## src/rtl/gate_sweep_pkg.sv

```systemverilog
// Shared types and elaboration helpers for the gate sweep controller.
// Holds the sequencer state encoding and parameter legality checks.
package gate_sweep_pkg;

    typedef enum logic [1:0] {
        ST_IDLE   = 2'd0,
        ST_SETTLE = 2'd1,
        ST_SAMPLE = 2'd2,
        ST_DONE   = 2'd3
    } sweep_state_e;

    function automatic int num_vec(input int n_in);
        return 1 << n_in;
    endfunction

    function automatic bit n_in_legal(input int n_in);
        return (n_in >= 1) && (n_in <= 4);
    endfunction

    function automatic bit settle_legal(input int settle_cycles);
        return settle_cycles >= 1;
    endfunction

endpackage

```

## src/rtl/gate_sweep_if.sv

```systemverilog
// Control/result bundle between the test master and the sweep controller.
// The master issues start/abort with a truth table; the controller returns results.
interface gate_sweep_if #(
    parameter int N_IN = 2
);
    import gate_sweep_pkg::*;

    localparam int NUM_VEC = num_vec(N_IN);

    logic               start;
    logic               abort;
    logic [NUM_VEC-1:0] expected;
    logic               busy;
    logic               done;
    logic               pass;
    logic [NUM_VEC-1:0] observed;
    logic [N_IN:0]      fail_count;
    logic [N_IN-1:0]    first_fail_idx;

    modport master (
        output start, abort, expected,
        input  busy, done, pass, observed, fail_count, first_fail_idx
    );

    modport slave (
        input  start, abort, expected,
        output busy, done, pass, observed, fail_count, first_fail_idx
    );

endinterface

```

## src/rtl/gate_sweep_controller_settle_timer.sv

```systemverilog
// Loadable down-counter that times how long each vector is held on the cell.
// Counts down to zero and stops; expire_o flags the drained state.
module gate_settle_timer #(
    parameter int LOAD_VAL = 2,
    parameter int W        = $clog2(LOAD_VAL + 1)
) (
    input  logic         clk,
    input  logic         rst,
    input  logic         load_i,
    output logic [W-1:0] value_o,
    output logic         expire_o
);

    logic [W-1:0] count_q;
    logic [W-1:0] count_d;

    always_comb begin
        count_d = count_q;
        if (load_i) begin
            count_d = W'(LOAD_VAL);
        end else if (count_q != '0) begin
            count_d = count_q - 1'b1;
        end
    end

    always_ff @(posedge clk) begin
        if (rst) begin
            count_q <= '0;
        end else begin
            count_q <= count_d;
        end
    end

    assign value_o  = count_q;
    assign expire_o = (count_q == '0);

endmodule

```

## src/rtl/gate_sweep_controller.sv

```systemverilog
// Walks every input vector of a combinational cell, lets it settle, samples the
// output and scores it against the latched truth table.
module gate_sweep_controller
    import gate_sweep_pkg::*;
#(
    parameter int N_IN          = 2,
    parameter int SETTLE_CYCLES = 2
) (
    input  logic            clk,
    input  logic            rst,
    gate_sweep_if.slave     bus,
    output logic [N_IN-1:0] dut_in,
    input  logic            dut_out
);

    localparam int NUM_VEC = num_vec(N_IN);
    localparam int TW      = $clog2(SETTLE_CYCLES + 1);

    if (!n_in_legal(N_IN) || !settle_legal(SETTLE_CYCLES)) begin : g_param_check
        $error("gate_sweep_controller: N_IN must be 1..4 and SETTLE_CYCLES >= 1");
    end

    sweep_state_e       state_q, state_d;
    logic [N_IN-1:0]    idx_q, idx_d;
    logic [NUM_VEC-1:0] exp_q, exp_d;
    logic [NUM_VEC-1:0] obs_q, obs_d;
    logic [N_IN:0]      fail_q, fail_d;
    logic [N_IN-1:0]    first_q, first_d;
    logic               pass_q, pass_d;
    logic               settle_load;
    logic [TW-1:0]      settle_value;
    logic               settle_expire;

    gate_settle_timer #(
        .LOAD_VAL (SETTLE_CYCLES),
        .W        (TW)
    ) u_settle_timer (
        .clk      (clk),
        .rst      (rst),
        .load_i   (settle_load),
        .value_o  (settle_value),
        .expire_o (settle_expire)
    );

    always_comb begin
        state_d     = state_q;
        idx_d       = idx_q;
        exp_d       = exp_q;
        obs_d       = obs_q;
        fail_d      = fail_q;
        first_d     = first_q;
        pass_d      = pass_q;
        settle_load = 1'b0;

        // Abort overrides everything outside IDLE; partial results are kept.
        if (state_q != ST_IDLE && bus.abort) begin
            state_d = ST_IDLE;
            idx_d   = '0;
            pass_d  = 1'b0;
        end else begin
            case (state_q)
                ST_IDLE: begin
                    if (bus.start && !bus.abort) begin
                        state_d     = ST_SETTLE;
                        exp_d       = bus.expected;
                        obs_d       = '0;
                        fail_d      = '0;
                        first_d     = '0;
                        pass_d      = 1'b0;
                        idx_d       = '0;
                        settle_load = 1'b1;
                    end
                end
                ST_SETTLE: begin
                    if (settle_value == TW'(1)) begin
                        state_d = ST_SAMPLE;
                    end
                end
                ST_SAMPLE: begin
                    if (settle_expire) begin
                        // Case inequality so an X/Z response scores as a mismatch.
                        obs_d[idx_q] = (dut_out === 1'b1);
                        if (dut_out !== exp_q[idx_q]) begin
                            fail_d = fail_q + 1'b1;
                            if (fail_q == '0) begin
                                first_d = idx_q;
                            end
                        end
                        if (idx_q == N_IN'(NUM_VEC - 1)) begin
                            state_d = ST_DONE;
                            pass_d  = (fail_d == '0);
                        end else begin
                            state_d     = ST_SETTLE;
                            idx_d       = idx_q + 1'b1;
                            settle_load = 1'b1;
                        end
                    end
                end
                ST_DONE: begin
                    state_d = ST_IDLE;
                end
                default: begin
                    state_d = ST_IDLE;
                end
            endcase
        end
    end

    always_ff @(posedge clk) begin
        if (rst) begin
            state_q <= ST_IDLE;
            idx_q   <= '0;
            exp_q   <= '0;
            obs_q   <= '0;
            fail_q  <= '0;
            first_q <= '0;
            pass_q  <= 1'b0;
        end else begin
            state_q <= state_d;
            idx_q   <= idx_d;
            exp_q   <= exp_d;
            obs_q   <= obs_d;
            fail_q  <= fail_d;
            first_q <= first_d;
            pass_q  <= pass_d;
        end
    end

    assign dut_in             = idx_q;
    assign bus.busy           = (state_q == ST_SETTLE) || (state_q == ST_SAMPLE);
    assign bus.done           = (state_q == ST_DONE);
    assign bus.pass           = pass_q;
    assign bus.observed       = obs_q;
    assign bus.fail_count     = fail_q;
    assign bus.first_fail_idx = first_q;

endmodule

```

## src/flat_wrapper.sv

```systemverilog
// flat-port wrapper written by rule: the top's interface ports become plain ports
module gate_sweep_controller_flat import gate_sweep_pkg::*;
#(
    parameter int N_IN          = 2,
    parameter int SETTLE_CYCLES = 2
)
  (clk, rst, dut_in, dut_out, bus_start, bus_abort, bus_expected, bus_busy, bus_done, bus_pass, bus_observed, bus_fail_count, bus_first_fail_idx);
  gate_sweep_if #(.N_IN(N_IN)) bus_i ();
  input  logic clk;
  input  logic rst;
  output logic [N_IN-1:0] dut_in;
  input  logic dut_out;
  input wire logic [$bits(bus_i.start)-1:0] bus_start;
  input wire logic [$bits(bus_i.abort)-1:0] bus_abort;
  input wire logic [$bits(bus_i.expected)-1:0] bus_expected;
  output wire logic [$bits(bus_i.busy)-1:0] bus_busy;
  output wire logic [$bits(bus_i.done)-1:0] bus_done;
  output wire logic [$bits(bus_i.pass)-1:0] bus_pass;
  output wire logic [$bits(bus_i.observed)-1:0] bus_observed;
  output wire logic [$bits(bus_i.fail_count)-1:0] bus_fail_count;
  output wire logic [$bits(bus_i.first_fail_idx)-1:0] bus_first_fail_idx;
  assign bus_i.start = bus_start;
  assign bus_i.abort = bus_abort;
  assign bus_i.expected = bus_expected;
  assign bus_busy = bus_i.busy;
  assign bus_done = bus_i.done;
  assign bus_pass = bus_i.pass;
  assign bus_observed = bus_i.observed;
  assign bus_fail_count = bus_i.fail_count;
  assign bus_first_fail_idx = bus_i.first_fail_idx;
  gate_sweep_controller #(.N_IN(N_IN), .SETTLE_CYCLES(SETTLE_CYCLES)) u_core (.clk(clk), .rst(rst), .bus(bus_i), .dut_in(dut_in), .dut_out(dut_out));
endmodule
```

## config.mk

```make
export PLATFORM = sky130hd
export DESIGN_NAME = gate_sweep_controller_flat
export DESIGN_NICKNAME = d
export VERILOG_FILES = /design/src/rtl/gate_sweep_pkg.sv /design/src/rtl/gate_sweep_if.sv /design/src/rtl/gate_sweep_controller_settle_timer.sv /design/src/rtl/gate_sweep_controller.sv /design/src/flat_wrapper.sv
export SDC_FILE = /design/constraint.sdc
export NUM_CORES = 1
export LEC_CHECK = 0
export ABC_AREA = 0
export CORE_MARGIN = 5
export CORE_UTILIZATION = 55
export CTS_BUF_LIST = sky130_fd_sc_hd__clkbuf_2
export DETAILED_ROUTE_END_ITERATION = 8
export HOLD_SLACK_MARGIN = 0.12
export PLACE_DENSITY = 0.84
export REMOVE_ABC_BUFFERS = 1
export SYNTH_ARGS = -nofsm -noshare
export SYNTH_HDL_FRONTEND = slang
export SYNTH_SLANG_ARGS = --single-unit
```

## constraint.sdc

```tcl
create_clock -name clk -period 5.4 [get_ports clk]
set_clock_uncertainty 0.1 [all_clocks]
set_input_delay 1.62 -clock clk [delete_from_list [all_inputs] [get_ports clk]]
set_output_delay 1.62 -clock clk [all_outputs]
set_load 0.05 [all_outputs]
```

# After elaboration in Yosys (flattened, before gate mapping)
# Cells that the tools add are included.
[totals]
register_bits = 20
latchBits = 0
mem_bits_rw = 0
romBits = 0
inputBits = 9
output_inout_bits = 14
wordCells = 89
memories = 0
[op_classes]
addsub = 3
mul = 0
n_div = 0
n_lt_le_gt_ge = 2
eq_ne = 14
shift = 0
mux = 39
n_bitwise = 1
n_reduce_logical = 21
[ops]
columns = ["operator", "n"]
rows = [
  ["$mux W2", 12],
  ["$mux W3", 6],
  ["$ne A2 B1 Y1 const B", 6],
  ["$reduce_and A4 Y1", 3],
  ["$mux W1", 9],
  ["$mux W4", 2],
  ["$pmux W2 S2", 2],
  ["$pmux W2 S4", 1],
  ["$pmux W4 S2", 1],
  ["$reduce_bool A2 Y1", 4],
  ["$eq A2 B2 Y1 const B", 3],
  ["$logic_not A3 Y1", 2],
  ["$pmux W3 S2", 1],
  ["$reduce_and A3 Y1", 2],
  ["$reduce_and A6 Y1", 1],
  ["$bwmux W4", 1],
  ["$eq A2 B1 Y1 const B", 2],
  ["$logic_not A2 Y1", 2],
  ["$pmux W1 S2", 2],
  ["$reduce_or A2 Y1", 2],
  ["$add A3 B1 Y3 const B", 1],
  ["$logic_and A1 B1 Y1", 3],
  ["$lt A2 B3 Y1 const B", 1],
  ["$add A2 B1 Y2 const B", 1],
  ["other kinds (10)", 10],
]

# Logic depth before layout (Yosys ltp)
# Gate-level depths: netlist of run 1.
[depth]
depth_word = 11
mapped_depth = 7
depth_no_buf = 7

# Modules after synthesis
# Synthesis of run 1 repeated with hierarchy kept, for this count alone.
[unflattened]
cells_unflattened = 136
area_unflattened_um2 = 1178.6
[by_module_without_submodules]
columns = ["module", "n_inst", "cells_each", "area_each_um2"]
rows = [
  ["gate_sweep_controller", 1, 130, 1111.1],
  ["gate_settle_timer", 1, 6, 67.6],
]

# Least setup slack after synthesis of run 1
# OpenSTA, ideal clock, no wires.
[synth_path]
path_type = "input port to flip-flop"
start = "in bus_abort"
end = "reg u_core.fail_q[2] (netlist: u_core.bus.fail_count[2])"
arrival_time_ns = 2.741
required_time_ns = 5.229
setup_slack_ns = 2.489
stages = 3
path_cell_list = "or4_4 -> or4_1 -> a21oi_1"
[synth_via]
elab_chain_len = 4
[synth_rtl]
columns = ["element", "line_no", "text"]
rows = [
  ["from (decl)", "flat_wrapper.sv:14", "input wire logic [$bits(bus_i.abort)-1:0] bus_abort;"],
  ["$logic_not A1 Y1", "gate_sweep_controller.sv:63", "if (bus.start && !bus.abort) begin"],
  ["$logic_and A1 B1 Y1", "gate_sweep_controller.sv:63", ""],
  ["$ne A2 B1 Y1 (no line)", "--", ""],
  ["$reduce_and A4 Y1 (no line) *", "--", ""],
  ["to (signal assigned)", "gate_sweep_controller.sv:123", "fail_q <= fail_d;"],
  ["to (decl)", "gate_sweep_controller.sv:27", "logic [N_IN:0] fail_q, fail_d;"],
]
# Every way passes the cells marked *; elsewhere a longest branch is shown, timed or not.
# A chain may end at the register's enable or synchronous reset.

# Worst setup path in the final report of run 1
[layout_path]
start = "reg u_core.state_q[1]"
end = "out bus_busy"
[layout_via]
elab_chain_len = 2
[layout_rtl]
columns = ["element", "line_no", "text"]
rows = [
  ["from (decl)", "gate_sweep_controller.sv:23", "sweep_state_e state_q, state_d;"],
  ["from (signal assigned)", "gate_sweep_controller.sv:119", "state_q <= state_d;"],
  ["$eq A2 B1 Y1 or $eq A2 B2 Y1 (tied branches)", "gate_sweep_controller.sv:130", "assign bus.busy = (state_q == ST_SETTLE) || (state_q == ST_SAMPLE);"],
  ["$logic_or A1 B1 Y1 *", "gate_sweep_controller.sv:130", ""],
  ["to (decl)", "flat_wrapper.sv:16", "output wire logic [$bits(bus_i.busy)-1:0] bus_busy;"],
]
# Marked as above.

==> results of run 1 <==
-- critical path, stage by stage (launching register included) --
cell             delay [ns]
dfxtp_1                0.47
inv_1                  0.09
ha_1                   0.27
clkdlybuf4s50_1        0.79
-- final timing paths --
check / from / endpoint / slack (ns) / cells past startpoint
min reg2reg: u_core.bus.observed[0] / u_core.bus.observed[0] / 0.39 / 2
max reg2reg: u_core.state_q[1] / u_core.bus.first_fail_idx[0] / 2.84 / 6
min: u_core.bus.observed[0] / u_core.bus.observed[0] / 0.39 / 2
max: u_core.state_q[1] / bus_busy / 1.73 / 3
-- synth_stat cells (2+ instances only) --
| library cell | count | area share |
|---|---|---|
| nor3_1 | 3 | 0.013 |
| nor2b_1 | 5 | 0.028 |
| nand4_1 | 3 | 0.017 |
| a21oi_1 | 12 | 0.054 |
| nand2_1 | 7 | 0.024 |
| or2_2 | 2 | 0.011 |
| nor2_1 | 10 | 0.034 |
| dfxtp_1 | 20 | 0.36 |
| inv_1 | 9 | 0.030 |
| xor2_1 | 2 | 0.016 |
| clkbuf_1 | 4 | 0.013 |
| ha_1 | 10 | 0.11 |
| nand2b_1 | 6 | 0.034 |
| mux2i_1 | 5 | 0.045 |
| o21ai_0 | 11 | 0.049 |
| a21o_1 | 2 | 0.013 |
-- cell type report --
cell class	count	share of cell area
clock buffers	3	0.0107
repair buffers	22	0.157
clock inverters	1	0.0214
multi-input cells	97	0.476
flip-flops and latches	20	0.286
well taps	27	0.0241
inverters	9	0.0241
-- sequential cells by signal, indices dropped and copies added, names as in the netlist --
signal	count
u_core.bus.first_fail_idx	2
u_core.dut_in	2
u_core.bus.pass	1
u_core.u_settle_timer.value_o	2
u_core.bus.observed	4
u_core.bus.fail_count	3
u_core.exp_q	4
u_core.state_q	2
-- through the flow --
step | utilization | hold WS [ns] | total power, mW
finish | 0.721 | 0.387 | 0.469
global placement | 0.698 | 0.362 | 0.352
global route | 0.721 | 0.420 | 0.496
floorplan | - | 0.358 | 0.312
detailed placement | 0.698 | 0.371 | 0.357
CTS | 0.721 | 0.394 | 0.469
-- cell families (layout without fill, tap and decap cells) --
kind of cell | Yosys count | in the layout | synth area share
AOI/OAI and AO/OA | 33 | 33 | 0.173
and+or+nand+nor | 45 | 45 | 0.224
muxes | 6 | 6 | 0.0650
xor gates and xnor gates | 3 | 3 | 0.0235
buffers and inverters | 13 | 35 | 0.0437
adders and majority gates | 10 | 10 | 0.112
DFF | 20 | 20 | 0.359
-- per-layer routing --
layer	wire length, microns	track usage	vias to the layer above	share of wire
met3	139	0.0268	4	0.059
met1	1010	0.214	453	0.43
met4	31	0.0607	0	0.013
met2	1170	0.335	33	0.50
met5	0	0	-	0
li1	-	-	498	-
-- power groups by stage --
stage | sequential [mW] | combinational (mW) | clock [mW]
final | 0.173 | 0.185 | 0.111
after global routing | 0.176 | 0.202 | 0.118
after CTS | 0.173 | 0.183 | 0.114
after detailed placement | 0.176 | 0.182 | 0
after global placement | 0.175 | 0.177 | 0
after floorplan | 0.176 | 0.137 | 0
==> summary.md, run 1 <==
| Metric | Value |
|---|---|
| Outcome | finished, final reports clean |
| Max_cap viols | 0 |
| Drt pass-1 iters | 4 |
| Syn avg cell area | 8.59 sq um |
| Clock power frac | 0.237 |
| Total Nets Final | 172 |
| CTS Buffer Depth | 2 |
| FMAX | 273 MHz |
| Critical Path Sink Type | output port |
| Root buffer cell | clkbuf_2 |
| Share of cells above drive strength 1 | 0.0592 |
| Seq pwr share | 0.369 |
| Initial Utilization | 0.575 |
| CP max FO | 5 |
| Cell Area, Placed | 1360 sq um |
| Multi-input logic area | 667 sq um |
| Worst hold path class | reg2reg |
| First-pass GRT wire length | 4.01 mm |
| Slew @ Worst Pin | 0.910 ns |
| DIE AREA | 3030 sq um |
| Peak supply drop | 0.299 mV |
| TritonCTS Sinks | 20 |
| Pleak | 0.552 nW |
| GRT overflow | 0 |
| Clk_lat worst skew | 0.32 ns |
| Async SR Flop Fraction | 0 |
| Largest net degree at the start of global routing | 18 |
| Crit path DAT | 1.95 ns |
| Final period utilization | 0.679 |
| Cts hold-fix bufs | 0 |
| Post-route ant nets | 0 |
| Number of global-route vias before repair | 933 |
| Row count | 16 |
| Core footprint | 1940 sq um |
| Clock buffer count from CTS | 3 |
| DRT iter0 DRCs | 35 |
| Most common cell after layout, fill and taps aside | clkdlybuf4s50_1 |
| Internal power | 296 uW |
| Die width | 55.0 microns |
| Total I/O pin count | 23 |
| Post-route minimum period | 3.67 ns |
| Psw | 173 uW |
| # Post-CTS Setup Buffers | 0 |
| Logic pwr share | 0.394 |
| Post-route cell area | 1400 sq um |
| Critical Path RT | 3.68 ns |
| Cell variety after synth | 35 |
| Cells after Synth | 130 |
| Final TNS setup | 0 ns |
| Routed length per instance | 13.1 microns |
| TritonCTS clock tree | done |
| H-tree depth | 1 |
| All-layer global routing usage | 0.182 |
| Initial antenna violation count | 0 |
| Kind of critical path | reg2out |
| Hpwl dp | 1.80 mm |
| Endpoints failing setup | 0 |
| Flops & latches, synth | 20 |
| Die H | 55.0 microns |
| Placed Cells | 175 |
| Final hold viol count | 0 |
| Syn. warnings | 0 |
| Switching power share of the total | 0.370 |
| Dpl ws | 1.82 ns |
| RSZ-0062 raised after global routing | false |
| Most frequent cells in the layout | clkdlybuf4s50_1, dfxtp_1, a21oi_1 |
| Final max-slew violation count | 0 |
| Port bufs | 22 |
| Top_reg_cell synth | dfxtp_1 |
| # DRC | 0 |
| Worst Slack Setup Final | 1.73 ns |
| Register area | 400 sq um |
| Register area share after synthesis | 0.359 |
| Routed wire length | 2.35 mm |
| Power Density | 335 nW/um^2 |
| Number of synthesized flops with an enable pin | 0 |
| Area growth from synthesis to layout | 25.4% |
| Cell Area, Synth | 1120 sq um |
| Post-CTS Resized | 0 |
| Fillers | 153 |
| Diode count | 0 |
| Gpl congestion | 0.854 |
| Post-route insts no fill | 179 |
| Crit start category | register |
| Vias | 988 |
| CTS clk-pin slew, worst paths | 0.20 ns |
| DR vias/cell | 5.52 |
| Slew HR | 0.388 |
Power figures use the tool's default switching activity.
==> inputs of run 2 (changes only) <==
CORE_UTILIZATION = 52   (was 55)
PLACE_DENSITY = 0.8   (was 0.84)
clock period = 3.6 ns   (was 5.4 ns; I/O delays follow)
==> run 2 against run 1 <==
Design area is 0.80% lower. Worst hold slack improved by 0.0040 ns. Total power up 36%. First-iteration DRC count is 83% lower. Sequential power is 50% higher. Worst setup slack got worse by 1.3 ns. Count of clock-buffer cells in the layout stayed put. Sequential share of layout area grew 0.23 points. Via count decreased by 0.61%. Critical path type unchanged.
==> summary.md, run 2 (synthesis gave the netlist of run 1 again) <==
| Metric | Value |
|---|---|
| Outcome | finished, final reports clean |
| DR vias/cell | 5.43 (-1.7%) |
| Most common cell after layout, fill and taps aside | clkdlybuf4s50_1 |
| Most frequent cells in the layout | clkdlybuf4s50_1, dfxtp_1, a21oi_1 |
| # Post-CTS Setup Buffers | 0 (unchanged) |
| Final period utilization | 0.876 |
| RSZ-0062 raised after global routing | false |
| Critical Path RT | 2.42 ns (-1.26 ns) |
| Cts hold-fix bufs | 0 (unchanged) |
| DRT iter0 DRCs | 6 (-83%) |
| All-layer global routing usage | 0.156 (-0.0268) |
| Crit path DAT | 1.97 ns (+0.02 ns) |
| Vias | 982 (-0.61%) |
| CTS Buffer Depth | 2 (unchanged) |
| First-pass GRT wire length | 3.93 mm (-1.9%) |
| Post-route ant nets | 0 (unchanged) |
| Critical Path Sink Type | output port |
| FMAX | 317 MHz |
| Kind of critical path | reg2out |
| Cell Area, Placed | 1370 sq um (+1.1%) |
| # DRC | 0 (unchanged) |
| Total Nets Final | 174 (+1.2%) |
| Post-route insts no fill | 181 (+1.1%) |
| Row count | 16 (unchanged) |
| H-tree depth | 1 (unchanged) |
| Clock buffer count from CTS | 3 (unchanged) |
| TritonCTS Sinks | 20 (unchanged) |
| CP max FO | 5 (unchanged) |
| Reg2Reg Launch Point | u_core.state_q[0] |
| Final hold viol count | 0 (unchanged) |
| Placed Cells | 177 (+1.1%) |
| Worst hold path class | reg2reg |
| Worst setup path startpoint | u_core.state_q[1] |
| Root buffer cell | clkbuf_2 |
| HP Start | u_core.bus.first_fail_idx[1] |
| Final max-slew violation count | 0 (unchanged) |
| Port bufs | 22 (unchanged) |
| Endpoints failing setup | 0 (unchanged) |
| Largest net degree at the start of global routing | 18 (unchanged) |
| Max_cap viols | 0 (unchanged) |
| Core footprint | 2000 sq um (+3.1%) |
| Post-CTS Resized | 0 (unchanged) |
| TritonCTS clock tree | done |
| Total I/O pin count | 23 (unchanged) |
| Share of cells above drive strength 1 | 0.0649 (+0.00572) |
| Initial Utilization | 0.557 (-0.0172) |
| Hpwl dp | 1.85 mm (+2.5%) |
| DIE AREA | 3170 sq um (+4.7%) |
| Post-route cell area | 1390 sq um (-0.80%) |
| Power Density | 461 nW/um^2 (+38%) |
| Slew @ Worst Pin | 0.504 ns (-0.405 ns) |
| GRT overflow | 0 (unchanged) |
| Gpl congestion | 0.802 (-6.1%) |
| Initial antenna violation count | 0 (unchanged) |
| Number of global-route vias before repair | 924 (-0.96%) |
| Die width | 56.3 microns (+2.3%) |
| Hold slack | 0.391 ns (+0.00403 ns) |
| Final TNS setup | 0 ns (unchanged) |
| Die H | 56.3 microns (+2.3%) |
| Clk_lat worst skew | 0.33 ns (about the same) |
| CTS clk-pin slew, worst paths | 0.19 ns (about the same) |
| Drt pass-1 iters | 4 (unchanged) |
| Area growth from synthesis to layout | 24.4% |
| Slew HR | 0.663 (+0.275) |
| Routed length per instance | 13.3 microns (+1.5%) |
| Pleak | 0.549 nW (-0.47%) |
| Crit start category | register |
| Peak supply drop | 0.348 mV (+16%) |
| Routed wire length | 2.42 mm (+2.7%) |
| Diode count | 0 (unchanged) |
| Post-route minimum period | 3.15 ns |
| Overall power | 640 uW (+36%) |
## run 2: changes by cell type in the layout (fill, tap and decap cells not counted), sizes merged
cell    previous run  this run
buf                0         2
clkinv             0         1
bufinv             1         0
## run 2: layer usage
metal / routed length (microns) / vias up / track usage / part of all wire
li1: - / 505 / - / -
met1: 1130 / 450 / 0.190 / 0.47
met2: 1120 / 22 / 0.260 / 0.46
met3: 112 / 5 / 0.0252 / 0.046
met4: 51 / 0 / 0.0814 / 0.021
met5: 0 / - / 0 / 0
## run 2: cell type report
| cell class | instances | area (sq um) |
|---|---|---|
| clock buffer | 3 | 15.0 |
| sequential | 20 | 400 |
| timing repair buffer | 24 | 235 |
| clock inverter | 1 | 3.75 |
| inverter | 9 | 33.8 |
| tap | 27 | 33.8 |
| fill | 173 | 613 |
| multi-input combinational | 97 | 667 |
## run 2: worst paths after layout
kind	end	slack, ns	cells past startpoint
worst max-delay path	bus_busy	0.45	3
worst min-delay path	u_core.bus.first_fail_idx[1]	0.39	2
worst max register to register	u_core.bus.fail_count[2]	1.15	6
worst min register to register	u_core.bus.first_fail_idx[1]	0.39	2
## run 2: through the flow
step	worst slack, ns	utilization
6_report	0.446	0.694
5_1_grt	0.346	0.694
4_1_cts	0.447	0.694
3_5_place_dp	0.667	0.684
3_3_place_gp	0.694	0.684
2_1_floorplan	1.23	-
## run 2: worst max-delay path, cell delays in order, from the launching register on
cell,delay [ns]
dfxtp_1,0.46
inv_1,0.09
ha_1,0.29
clkdlybuf4s50_1,0.80
## run 2: power breakdown
part | leakage (nW) | switching (mW) | internal (mW) | total [mW]
clock network | 0.0140 | 0.0714 | 0.0241 | 0.0955
logic | 0.373 | 0.170 | 0.115 | 0.285
registers | 0.162 | 0.0197 | 0.240 | 0.259
